### src/rtl/axis_dest_crossbar_if.sv
// AXI-Stream bundle of N lanes packed side by side; lane i occupies [i*W +: W] of each field.
`timescale 1ns/1ps
interface axis_dest_crossbar_if #(
   parameter int unsigned N     = 4,
   parameter int unsigned DATAW = 32,
   parameter int unsigned IDW   = 32,
   parameter int unsigned USERW = 32,
   parameter int unsigned DESTW = 6
);
   logic [N-1:0]       tvalid;
   logic [N-1:0]       tready;
   logic [N-1:0]       tlast;
   logic [N*DATAW-1:0] tdata;
   logic [N*IDW-1:0]   tid;
   logic [N*USERW-1:0] tuser;
   logic [N*DESTW-1:0] tdest;

   modport master (output tvalid, tlast, tdata, tid, tuser, tdest, input tready);
   modport slave  (input tvalid, tlast, tdata, tid, tuser, tdest, output tready);
endinterface

### src/rtl/axis_dest_crossbar.sv
// NUM_IN x NUM_OUT AXI-Stream crossbar routing whole packets by TDEST with per-output round-robin
// packet locking. Define AXIS_XBAR_OUT_REG_EN for a 2-entry skid buffer on every output.
`timescale 1ns/1ps
module axis_dest_crossbar #(
   parameter int unsigned NUM_IN  = 4,
   parameter int unsigned NUM_OUT = 4,
   parameter int unsigned DATAW   = 32,
   parameter int unsigned IDW     = 32,
   parameter int unsigned USERW   = 32,
   parameter int unsigned DESTW   = 6,
   parameter int unsigned INW     = 2
) (
   input  logic                 clk_i,
   input  logic                 rst_n_i,
   axis_dest_crossbar_if.slave  s_axis,
   axis_dest_crossbar_if.master m_axis,
   output logic [15:0]          drop_cnt_o
);

   typedef enum logic {ST_IDLE, ST_LOCKED} out_state_e;

   typedef struct packed {
      logic             last;
      logic [DESTW-1:0] dest;
      logic [USERW-1:0] user;
      logic [IDW-1:0]   id;
      logic [DATAW-1:0] data;
   } beat_t;

   function automatic logic [INW-1:0] wrap_idx(input logic [INW-1:0] base, input int unsigned ofs);
      int unsigned s;
      s = (32'(base) + ofs) % NUM_IN;
      return s[INW-1:0];
   endfunction

   out_state_e         state_q [NUM_OUT];
   out_state_e         state_d [NUM_OUT];
   logic [INW-1:0]     owner_q [NUM_OUT];
   logic [INW-1:0]     owner_d [NUM_OUT];
   logic [INW-1:0]     ptr_q   [NUM_OUT];
   logic [INW-1:0]     ptr_d   [NUM_OUT];
   logic [NUM_IN-1:0]  drop_q, drop_d;
   logic [15:0]        drop_cnt_q, drop_cnt_d;

   beat_t              in_beat  [NUM_IN];
   logic [NUM_OUT-1:0] req      [NUM_IN];
   logic [NUM_IN-1:0]  in_locked, bad_dest, s_ready;
   logic [NUM_OUT-1:0] gnt, sel_valid, path_ready, fire, out_valid;
   logic [INW-1:0]     sel_idx  [NUM_OUT];
   beat_t              sel_beat [NUM_OUT];
   beat_t              out_beat [NUM_OUT];

   // NOTE: every variable gets a default before any condition, so no path can infer a latch.
   always_comb begin
      in_locked = '0;
      for (int j = 0; j < NUM_OUT; j++)
         if (state_q[j] == ST_LOCKED) in_locked[owner_q[j]] = 1'b1;
   end

   // Only a first beat (input neither locked nor draining) looks at TDEST.
   always_comb begin
      for (int i = 0; i < NUM_IN; i++) begin
         in_beat[i].last = s_axis.tlast[i];
         in_beat[i].dest = s_axis.tdest[i*DESTW +: DESTW];
         in_beat[i].user = s_axis.tuser[i*USERW +: USERW];
         in_beat[i].id   = s_axis.tid[i*IDW +: IDW];
         in_beat[i].data = s_axis.tdata[i*DATAW +: DATAW];
         bad_dest[i] = s_axis.tvalid[i] && !in_locked[i] && !drop_q[i] &&
                       (32'(in_beat[i].dest) >= NUM_OUT);
         for (int j = 0; j < NUM_OUT; j++)
            req[i][j] = s_axis.tvalid[i] && !in_locked[i] && !drop_q[i] &&
                        (32'(in_beat[i].dest) == 32'(j));
      end
   end

   // Descending scan so the requester closest to the pointer is the last, winning, write.
   always_comb begin
      for (int j = 0; j < NUM_OUT; j++) begin
         gnt[j]     = 1'b0;
         sel_idx[j] = '0;
         if (state_q[j] == ST_LOCKED) begin
            gnt[j]     = 1'b1;
            sel_idx[j] = owner_q[j];
         end else begin
            for (int k = NUM_IN - 1; k >= 0; k--) begin
               if (req[wrap_idx(ptr_q[j], k)][j]) begin
                  gnt[j]     = 1'b1;
                  sel_idx[j] = wrap_idx(ptr_q[j], k);
               end
            end
         end
         sel_valid[j] = gnt[j] && s_axis.tvalid[sel_idx[j]];
         sel_beat[j]  = in_beat[sel_idx[j]];
         fire[j]      = sel_valid[j] && path_ready[j];
      end
   end

   always_comb begin
      for (int i = 0; i < NUM_IN; i++) s_ready[i] = drop_q[i] || bad_dest[i];
      for (int j = 0; j < NUM_OUT; j++)
         if (gnt[j] && path_ready[j]) s_ready[sel_idx[j]] = 1'b1;
      if (!rst_n_i) s_ready = '0;
   end

   assign s_axis.tready = s_ready;

   always_comb begin
      for (int j = 0; j < NUM_OUT; j++) begin
         state_d[j] = state_q[j];
         owner_d[j] = owner_q[j];
         ptr_d[j]   = ptr_q[j];
         if (fire[j]) begin
            if (sel_beat[j].last) begin
               state_d[j] = ST_IDLE;
               ptr_d[j]   = wrap_idx(sel_idx[j], 1);
            end else if (state_q[j] == ST_IDLE) begin
               state_d[j] = ST_LOCKED;
               owner_d[j] = sel_idx[j];
            end
         end
      end
   end

   // Draining inputs are always ready; the 17-bit sum cannot wrap before saturation is applied.
   always_comb begin
      logic [16:0] drop_sum;
      drop_d   = drop_q;
      drop_sum = {1'b0, drop_cnt_q};
      for (int i = 0; i < NUM_IN; i++) begin
         if (s_axis.tvalid[i] && (drop_q[i] || bad_dest[i])) begin
            drop_d[i] = !s_axis.tlast[i];
            drop_sum  = drop_sum + 17'd1;
         end
      end
      drop_cnt_d = (drop_sum > 17'h0FFFF) ? 16'hFFFF : drop_sum[15:0];
   end

   // NOTE: sequential state uses non-blocking assignments so every register samples pre-edge values.
   always_ff @(posedge clk_i or negedge rst_n_i) begin
      if (!rst_n_i) begin
         for (int j = 0; j < NUM_OUT; j++) begin
            state_q[j] <= ST_IDLE;
            owner_q[j] <= '0;
            ptr_q[j]   <= '0;
         end
         drop_q     <= '0;
         drop_cnt_q <= '0;
      end else begin
         for (int j = 0; j < NUM_OUT; j++) begin
            state_q[j] <= state_d[j];
            owner_q[j] <= owner_d[j];
            ptr_q[j]   <= ptr_d[j];
         end
         drop_q     <= drop_d;
         drop_cnt_q <= drop_cnt_d;
      end
   end

   assign drop_cnt_o = drop_cnt_q;

`ifdef AXIS_XBAR_OUT_REG_EN
   beat_t              buf_q [NUM_OUT][2];
   beat_t              buf_d [NUM_OUT][2];
   logic [NUM_OUT-1:0] wr_q, wr_d, rd_q, rd_d, pop;
   logic [1:0]         cnt_q [NUM_OUT];
   logic [1:0]         cnt_d [NUM_OUT];

   // Ready depends only on occupancy, which cuts the M_TREADY -> S_TREADY path.
   always_comb begin
      buf_d = buf_q;
      wr_d  = wr_q;
      rd_d  = rd_q;
      for (int j = 0; j < NUM_OUT; j++) begin
         path_ready[j] = (cnt_q[j] != 2'd2);
         out_valid[j]  = (cnt_q[j] != 2'd0);
         out_beat[j]   = buf_q[j][rd_q[j]];
         pop[j]        = out_valid[j] && m_axis.tready[j];
         if (fire[j]) begin
            buf_d[j][wr_q[j]] = sel_beat[j];
            wr_d[j]           = ~wr_q[j];
         end
         if (pop[j]) rd_d[j] = ~rd_q[j];
         cnt_d[j] = cnt_q[j] + 2'(fire[j]) - 2'(pop[j]);
      end
   end

   // NOTE: buffer storage is reset too, because the outputs must read zero straight out of reset.
   always_ff @(posedge clk_i or negedge rst_n_i) begin
      if (!rst_n_i) begin
         for (int j = 0; j < NUM_OUT; j++) begin
            buf_q[j][0] <= '0;
            buf_q[j][1] <= '0;
            cnt_q[j]    <= '0;
         end
         wr_q <= '0;
         rd_q <= '0;
      end else begin
         buf_q <= buf_d;
         cnt_q <= cnt_d;
         wr_q  <= wr_d;
         rd_q  <= rd_d;
      end
   end
`else
   always_comb begin
      path_ready = m_axis.tready;
      out_valid  = rst_n_i ? sel_valid : '0;
      out_beat   = sel_beat;
   end
`endif

   always_comb begin
      for (int j = 0; j < NUM_OUT; j++) begin
         m_axis.tvalid[j]                  = out_valid[j];
         m_axis.tlast[j]                   = out_beat[j].last;
         m_axis.tdest[j*DESTW +: DESTW]    = out_beat[j].dest;
         m_axis.tuser[j*USERW +: USERW]    = out_beat[j].user;
         m_axis.tid[j*IDW +: IDW]          = out_beat[j].id;
         m_axis.tdata[j*DATAW +: DATAW]    = out_beat[j].data;
      end
   end

endmodule
### src/flat_wrapper.sv
// flat-port wrapper written by rule: the top's interface ports become plain ports
module axis_dest_crossbar_flat 
#(
   parameter int unsigned NUM_IN  = 4,
   parameter int unsigned NUM_OUT = 4,
   parameter int unsigned DATAW   = 32,
   parameter int unsigned IDW     = 32,
   parameter int unsigned USERW   = 32,
   parameter int unsigned DESTW   = 6,
   parameter int unsigned INW     = 2
)
  (clk_i, rst_n_i, drop_cnt_o, s_axis_tvalid, s_axis_tlast, s_axis_tdata, s_axis_tid, s_axis_tuser, s_axis_tdest, s_axis_tready, m_axis_tvalid, m_axis_tlast, m_axis_tdata, m_axis_tid, m_axis_tuser, m_axis_tdest, m_axis_tready);
  axis_dest_crossbar_if #(.DATAW(DATAW), .IDW(IDW), .USERW(USERW), .DESTW(DESTW)) s_axis_i ();
  axis_dest_crossbar_if #(.DATAW(DATAW), .IDW(IDW), .USERW(USERW), .DESTW(DESTW)) m_axis_i ();
  input  logic clk_i;
  input  logic rst_n_i;
  output logic [15:0] drop_cnt_o;
  input wire logic [$bits(s_axis_i.tvalid)-1:0] s_axis_tvalid;
  input wire logic [$bits(s_axis_i.tlast)-1:0] s_axis_tlast;
  input wire logic [$bits(s_axis_i.tdata)-1:0] s_axis_tdata;
  input wire logic [$bits(s_axis_i.tid)-1:0] s_axis_tid;
  input wire logic [$bits(s_axis_i.tuser)-1:0] s_axis_tuser;
  input wire logic [$bits(s_axis_i.tdest)-1:0] s_axis_tdest;
  output wire logic [$bits(s_axis_i.tready)-1:0] s_axis_tready;
  output wire logic [$bits(m_axis_i.tvalid)-1:0] m_axis_tvalid;
  output wire logic [$bits(m_axis_i.tlast)-1:0] m_axis_tlast;
  output wire logic [$bits(m_axis_i.tdata)-1:0] m_axis_tdata;
  output wire logic [$bits(m_axis_i.tid)-1:0] m_axis_tid;
  output wire logic [$bits(m_axis_i.tuser)-1:0] m_axis_tuser;
  output wire logic [$bits(m_axis_i.tdest)-1:0] m_axis_tdest;
  input wire logic [$bits(m_axis_i.tready)-1:0] m_axis_tready;
  assign s_axis_i.tvalid = s_axis_tvalid;
  assign s_axis_i.tlast = s_axis_tlast;
  assign s_axis_i.tdata = s_axis_tdata;
  assign s_axis_i.tid = s_axis_tid;
  assign s_axis_i.tuser = s_axis_tuser;
  assign s_axis_i.tdest = s_axis_tdest;
  assign s_axis_tready = s_axis_i.tready;
  assign m_axis_tvalid = m_axis_i.tvalid;
  assign m_axis_tlast = m_axis_i.tlast;
  assign m_axis_tdata = m_axis_i.tdata;
  assign m_axis_tid = m_axis_i.tid;
  assign m_axis_tuser = m_axis_i.tuser;
  assign m_axis_tdest = m_axis_i.tdest;
  assign m_axis_i.tready = m_axis_tready;
  axis_dest_crossbar #(.NUM_IN(NUM_IN), .NUM_OUT(NUM_OUT), .DATAW(DATAW), .IDW(IDW), .USERW(USERW), .DESTW(DESTW), .INW(INW)) u_core (.clk_i(clk_i), .rst_n_i(rst_n_i), .s_axis(s_axis_i), .m_axis(m_axis_i), .drop_cnt_o(drop_cnt_o));
endmodule
### config.mk
export PLATFORM = sky130hd
export DESIGN_NAME = axis_dest_crossbar_flat
export DESIGN_NICKNAME = d
export VERILOG_FILES = /design/src/rtl/axis_dest_crossbar_if.sv /design/src/rtl/axis_dest_crossbar.sv /design/src/flat_wrapper.sv
export SDC_FILE = /design/constraint.sdc
export NUM_CORES = 1
export LEC_CHECK = 0
export BUFFER_PORTS_ARGS = -buffer_cell sky130_fd_sc_hd__buf_4
export CAP_MARGIN = 20
export CORE_AREA = 10 10 324 326
export CTS_CLUSTER_SIZE = 8
export DETAILED_ROUTE_END_ITERATION = 8
export DIE_AREA = 0 0 334 336
export GPL_ROUTABILITY_DRIVEN = 0
export PLACE_DENSITY_LB_ADDON = 0.12
export SKIP_CTS_REPAIR_TIMING = 1
export SYNTH_ARGS = -nofsm -noshare
export SYNTH_HDL_FRONTEND = slang
export SYNTH_SLANG_ARGS = --single-unit
### constraint.sdc
create_clock -name clk_i -period 9.1 [get_ports clk_i]
set_input_delay 1.365 -clock clk_i [delete_from_list [all_inputs] [get_ports clk_i]]
set_output_delay 1.365 -clock clk_i [all_outputs]
set_load 0.05 [all_outputs]
Word level (Yosys, flattened, before mapping)
Index checks and enable logic that the tools add are counted.
W data, S select, Z words.

operators by class
  $lt $le $gt $ge = 41
  reduce and logical (&&, ||, !) cells = 80
  mux-type cells = 143
  eq/ne operators = 12
  bitwise gates (word level) = 35
  $add $sub $neg = 20

operator list
  kind                     number
  $bmux W103 S2            4
  $mux W103                8
  $bmux W4 S2              16
  $mux W4                  18
  $mux W17                 4
  $ge A3 B3 Y1 const B     20
  $not A2 Y3               20
  $mux W2                  28
  $logic_and A1 B1 Y1      52
  $add A17 B1 Y17 const B  3
  $eq A6 B2 Y1 const B     8
  $mux W1                  44
  $or A4 B4 Y4             7
  $eq A6 B1 Y1 const B     4
  $ge A6 B3 Y1 const B     4
  $logic_not A6 Y1         4
  $lt A2 B3 Y1 const B     8
  $mux W3                  8
  $add A16 B1 Y17 const B  1
  $gt A17 B16 Y1 const B   1
  $add A2 B1 Y2 const B    8
  $add A2 B2 Y2 const B    8
  $demux W1 S2             8
  $ge A2 B1 Y1 const B     8
  7 further kinds          37

storage, ports and cells
  output and inout port bits = 436
  input port bits = 422
  bits in registers = 40
  logic and storage cells = 348

Depth between registers and ports, before layout
  depth after elaboration = 36
  mapped depth = 22
  gate-level depth less buffers = 19

Worst setup path before layout
OpenSTA, ideal clock, no wires.

  path kind = in2out
  start = input port s_axis_tdest[2]
  end = output port s_axis_tready[0]
  arrival = 5.280 ns
  data required time = 7.735 ns
  stages = 16
  path slack = 2.455 ns
  buffers on the path = 4
  path through = or4_1 > buf_2 > nor2_1 > nand4_1 > nor3_1 > a22o_1 > a21oi_1 > o22ai_1 > o21ai_1 > clkbuf_1 > inv_2 > clkbuf_1 > clkbuf_1 > ha_1 > a22oi_1 > a31oi_1

on the way
  word-level cells in the longest chain between the ends = 23
  elaborated cells between the ends (all ways) = 132
  those cells by class = order compare (9); eq/ne (3); mux (101); bitwise (4); reduce/logical (15)

RTL lines
  element                                                             RTL line                   text
  start: declaration                                                  flat_wrapper.sv:23         input wire logic [$bits(s_axis_i.tdest)-1:0] s_axis_tdest;
  $logic_not A6 Y1                                                    axis_dest_crossbar.sv:72   (32'(in_beat[i].dest) == 32'(j));
  $logic_and A1 B1 Y1                                                 axis_dest_crossbar.sv:71   req[i][j] = s_axis.tvalid[i] && !in_locked[i] && !drop_q[i] &&
  $bmux W4 S2                                                         axis_dest_crossbar.sv:86   if (req[wrap_idx(ptr_q[j], k)][j]) begin
  $mux W1 (not written as such) (2 in series)                         axis_dest_crossbar.sv:86
  $mux W2 (4 in series)                                               axis_dest_crossbar.sv:86
  $mux W2                                                             axis_dest_crossbar.sv:81   if (state_q[j] == ST_LOCKED) begin
  $lt A2 B3 Y1 (not written as such) or $ge A2 B1 Y1 (tied branches)  axis_dest_crossbar.sv:101  if (gnt[j] && path_ready[j]) s_ready[sel_idx[j]] = 1'b1;
  $logic_and A1 B1 Y1 (not written as such)                           axis_dest_crossbar.sv:101
  [... 3 more ...]                                                    -
  $mux W4                                                             axis_dest_crossbar.sv:101
  $or A4 B4 Y4 (no source line)                                       -
  $mux W4                                                             axis_dest_crossbar.sv:101
  $or A4 B4 Y4 (no source line)                                       -
  $mux W4                                                             axis_dest_crossbar.sv:101
  $or A4 B4 Y4 (no source line)                                       -
  $mux W4 *                                                           axis_dest_crossbar.sv:101
  $mux W4 *                                                           axis_dest_crossbar.sv:102  if (!rst_n_i) s_ready = '0;
  end: declaration                                                    flat_wrapper.sv:24         output wire logic [$bits(s_axis_i.tready)-1:0] s_axis_tready;

Mark *: on every way between the ends. The rest lies on a longest branch, timed or not. The select of a mux whose other input is x is not followed.

Worst setup path in the final report
  start = input port s_axis_tdest[11]
  end = output port m_axis_tuser[104]

on the way
  word-level cells in the longest chain between the ends = 14
  elaborated cells between the ends (all ways) = 23
  those cells by class = eq/ne (1); mux (20); bitwise (1); reduce/logical (1)

RTL lines
  element                                          RTL line                  text
  $eq A6 B2 Y1 *                                   axis_dest_crossbar.sv:72
  $logic_and A1 B1 Y1 *                            axis_dest_crossbar.sv:71
  $bmux W4 S2                                      axis_dest_crossbar.sv:86
  $mux W4 (not written as such) (2 in series)      axis_dest_crossbar.sv:86
  $mux W2 (3 in series)                            axis_dest_crossbar.sv:86
  $mux W2 *                                        axis_dest_crossbar.sv:86
  $mux W2 *                                        axis_dest_crossbar.sv:81
  $not A2 Y3 (not written as such) *               axis_dest_crossbar.sv:93  sel_beat[j] = in_beat[sel_idx[j]];
  $bmux W103 S2 *                                  axis_dest_crossbar.sv:93
  $mux W103 (not written as such) * (2 in series)  axis_dest_crossbar.sv:93
  end: declaration                                 flat_wrapper.sv:29        output wire logic [$bits(m_axis_i.tuser)-1:0] m_axis_tuser;

Marks and branches as above.

==> impl_metrics.csv <==
group,metric,value,unit
logic_synthesis,synth.avg_cell_area,5.138,sq um
sta,setup_viol,0,
clock_tree,htree_levels,2,
run,maxCapViolCount,0,
detailed_routing,drc_errors,0,
power,pwr_density_cell,340.9,nW/um^2
sta,tns,0,ns
sta,grt_setup_unrepaired,"no",
grt,grt_max_degree,150,
layout,area_growth,44.11,%
sta,skew,0.007441,ns
sta,fin_crit,7.470,ns
clock_tree,clkLatencyLatePin,0.30,ns
critical_path,critical_path.max_stage_delay,0.88,ns
critical_path,crit_chain,"buf_4, nor4_1, nand4bb_1, nor3_1, o22ai_1, nand2_1, o221ai_1, o21a_4, inv_8, buf_4, nand2_1, and3_1, a31oi_1, buf_4",
logic_synthesis,syn_inst,3372,
clock_tree,cts_made_buffers,5,
clock_tree,clkTransAtPathRegs,0.07,ns
floorplan,rows,115,
sta,fin_crit_sh,82.08,%
floorplan,initial_core_util,17.65,%
logic_synthesis,synth_ff_type,"dfrtp_1",
logic_synthesis,synth.top_cell.area_share,36.66,%
sta,slew_violations,0,
floorplan,core_area,98130,sq um
logic_synthesis,yosys_warnings,0,
layout,n_fill_cell,11505,
placement,dp_hpwl,113100,um
worst_hold_path,hp-class,"reg -> reg",
detailed_routing,via_per_inst,5.298,
critical_path,path_class,"in -> out",
detailed_routing,drt-wirelength-per-cell,28.59,um
grt,gr-total-overflow,0,
logic_synthesis,syn-cell-area,17320,sq um
floorplan,die_y,336,um
detailed_routing,ant_nets,0,
grt,grtUsageTotal,25.03,%
clock_tree,root_buffer,"clkbuf_16",
logic_synthesis,synth_top_area_cell,"nand2_1",
power,p_leak,12.84,nW
layout,drive_gt1_share,24.34,%
detailed_routing,drt-total-wl,151300,um
critical_path,cp_slowest_cell,"buf_4",
grt,antenna_found_initial,29,
sta,worst_pin_slew,1.236,ns
logic_synthesis,yosysSeqAreaShare,5.778,%
grt,grt_pass1_vias,26160,
floorplan,die_width,334,um
power,vdd_drop_max,0.0002868,V
layout,nets,4422,
logic_synthesis,synth-seq-cells,40,
placement,pre_cts_slack,1.741,ns
grt,grt_pass1_wl,208800,um
detailed_routing,drt_iter0_drc,2696,
logic_synthesis,synthTopCellsByArea,"nand2_1 (37%), a31oi_1 (15%), and3_1 (15%), dfrtp_1 (5.8%), clkbuf_1 (5.7%)",
logic_synthesis,synth_enable_flop_cells,0,
critical_path,path_common_cell,"buf_4",
logic_synthesis,ys_types,95,
sta,fmax,133.9,MHz
critical_path,required,7.74,ns
critical_path,cp-end-kind,"output port",
floorplan,die-area,112200,sq um
clock_tree,clockBufferDepth,2,
critical_path,cp_max_fo,127,
detailed_routing,dr_total_vias,28046,
floorplan,io_pins,858,
clock_tree,cts_sinks,40,
sta,slew-limit-headroom,17.61,%
sta,setup_ws,1.630,ns
logic_synthesis,synth_fp_nets,3814,
detailed_routing,firstDrtPassIters,5,
placement,io_buffer_count,857,
critical_path,startpoint_type,"primary input",
clock_tree,cts_tree,"built",
status,outcome,"finished clean",
sta,hold_viol_final,0,
logic_synthesis,ys_async_sr_fraction,100.0,%
critical_path,critPathArrivalTime,6.10,ns
-- registers in the layout, indices dropped and copies added, names as in the netlist --
name / count
u_core.drop_q: 4
u_core.drop_cnt_o: 16
u_core.ptr_q: 8
u_core.state_q: 4
u_core.owner_q: 8
-- layout make-up --
cell class,instances,area [sq um],area share [%]
clock inverters,3,42.54,0.1704
clock buffers,5,125.1,0.5012
inverters,40,190.2,0.7618
flip-flops and latches,40,1001,4.009
repair buffers,895,6819,27.31
diodes,26,65.06,0.2606
multi-input cells,2998,15110,60.53
well taps,1287,1610,6.450
-- critical path, delay by kind of cell --
family,cells,cell delay [ns]
AO/OA/AOI/OAI,4,0.90
AND/OR/NAND/NOR,6,1.65
buffers and inverters,4,1.95
-- power breakdown --
group	switching [mW]	internal (mW)	total, mW
clock network	0.0872	0.129	0.216
registers	0.121	0.237	0.358
logic	5.82	2.12	7.94
-- layout by cell type (no fill, tap or decap), drive strengths merged, types with 10 or more instances in the layout --
| master | n |
|---|---|
| nor2 | 56 |
| a31oi | 422 |
| diode | 26 |
| or3 | 10 |
| buf | 895 |
| nor3b | 10 |
| nor2b | 10 |
| nand3 | 21 |
| nand2 | 1703 |
| xor2 | 10 |
| inv | 40 |
| nor4 | 24 |
| nand2b | 12 |
| mux2 | 12 |
| nand4 | 13 |
| dfrtp | 40 |
| mux2i | 29 |
| o21ai | 27 |
| xnor2 | 27 |
| a21oi | 32 |
| and3 | 413 |
| nor3 | 31 |
| ha | 20 |
-- cells in the mapped netlist, types with 9 or more instances --
cell	n
nand2_1	1692
a31oi_1	421
and3_1	412
clkbuf_1	265
nor2_1	55
dfrtp_1	40
inv_1	37
a21oi_1	32
mux2i_1	29
nor3_1	29
xnor2_1	26
o21ai_0	22
nand3_1	21
ha_1	20
nor4_1	20
buf_1	19
nand4_1	13
nand2b_1	12
mux2_2	11
nand2_2	10
nor2b_1	10
xor2_1	10
nor3b_1	9
or3_1	9
-- kinds of logic (layout without fill, tap and decap cells) --
kind of cell             count (synthesis)  in the layout  share of synthesized area, %
adder cells (fa/ha/maj)                 20             20                         1.444
AO/OA/AOI/OAI                          566            566                         21.45
other                                    0             26                             0
flip-flops                              40             40                         5.778
buffers and inverters                  334            943                         7.432
multiplexers                            41             41                         2.456
AND/OR/NAND/NOR                       2334           2334                         59.53
XOR/XNOR                                37             37                         1.914
-- layer usage --
| layer | global-route usage, % | share of wire [%] |
|---|---|---|
| met1 | 29.71 | 39 |
| met3 | 5.119 | 7.4 |
| met2 | 44.15 | 50 |
| met4 | 8.960 | 3.6 |
| met5 | 0 | 0.018 |
-- worst paths after layout --
path | start | endpoint | slack, ns | cells after the start
min reg2reg | u_core.ptr_q[1]$_DFFE_PN0P_ | u_core.ptr_q[1]$_DFFE_PN0P_ | 0.59 | 2
max in group asynchronous | rst_n_i | u_core.ptr_q[0]$_DFFE_PN0P_ | 7.44 | 2
max | s_axis_tdest[11] | m_axis_tuser[104] | 1.63 | 14
min | u_core.ptr_q[1]$_DFFE_PN0P_ | u_core.ptr_q[1]$_DFFE_PN0P_ | 0.59 | 2
min in group asynchronous | rst_n_i | u_core.drop_cnt_o[14]$_DFF_PN0_ | 0.89 | 1
max reg2reg | u_core.state_q[0]$_DFFE_PN0P_ | u_core.drop_cnt_o[3]$_DFF_PN0_ | 3.52 | 15
-- metrics by stage --
step / util (%) / instance area (sq um) / total power, mW / hold WS (ns) / cells
floorplan: - / 17320 / 5.429 / 0.5070 / 3372
global placement: 25.20 / 24730 / 8.292 / 0.5708 / 5260
detailed placement: 25.20 / 24730 / 8.280 / 0.5687 / 5260
CTS: 25.38 / 24900 / 8.530 / 0.5818 / 5268
global route: 25.44 / 24970 / 8.939 / 0.6043 / 5294
finish: 25.44 / 24970 / 8.510 / 0.5867 / 5294
(Power assumes the default switching activity.)
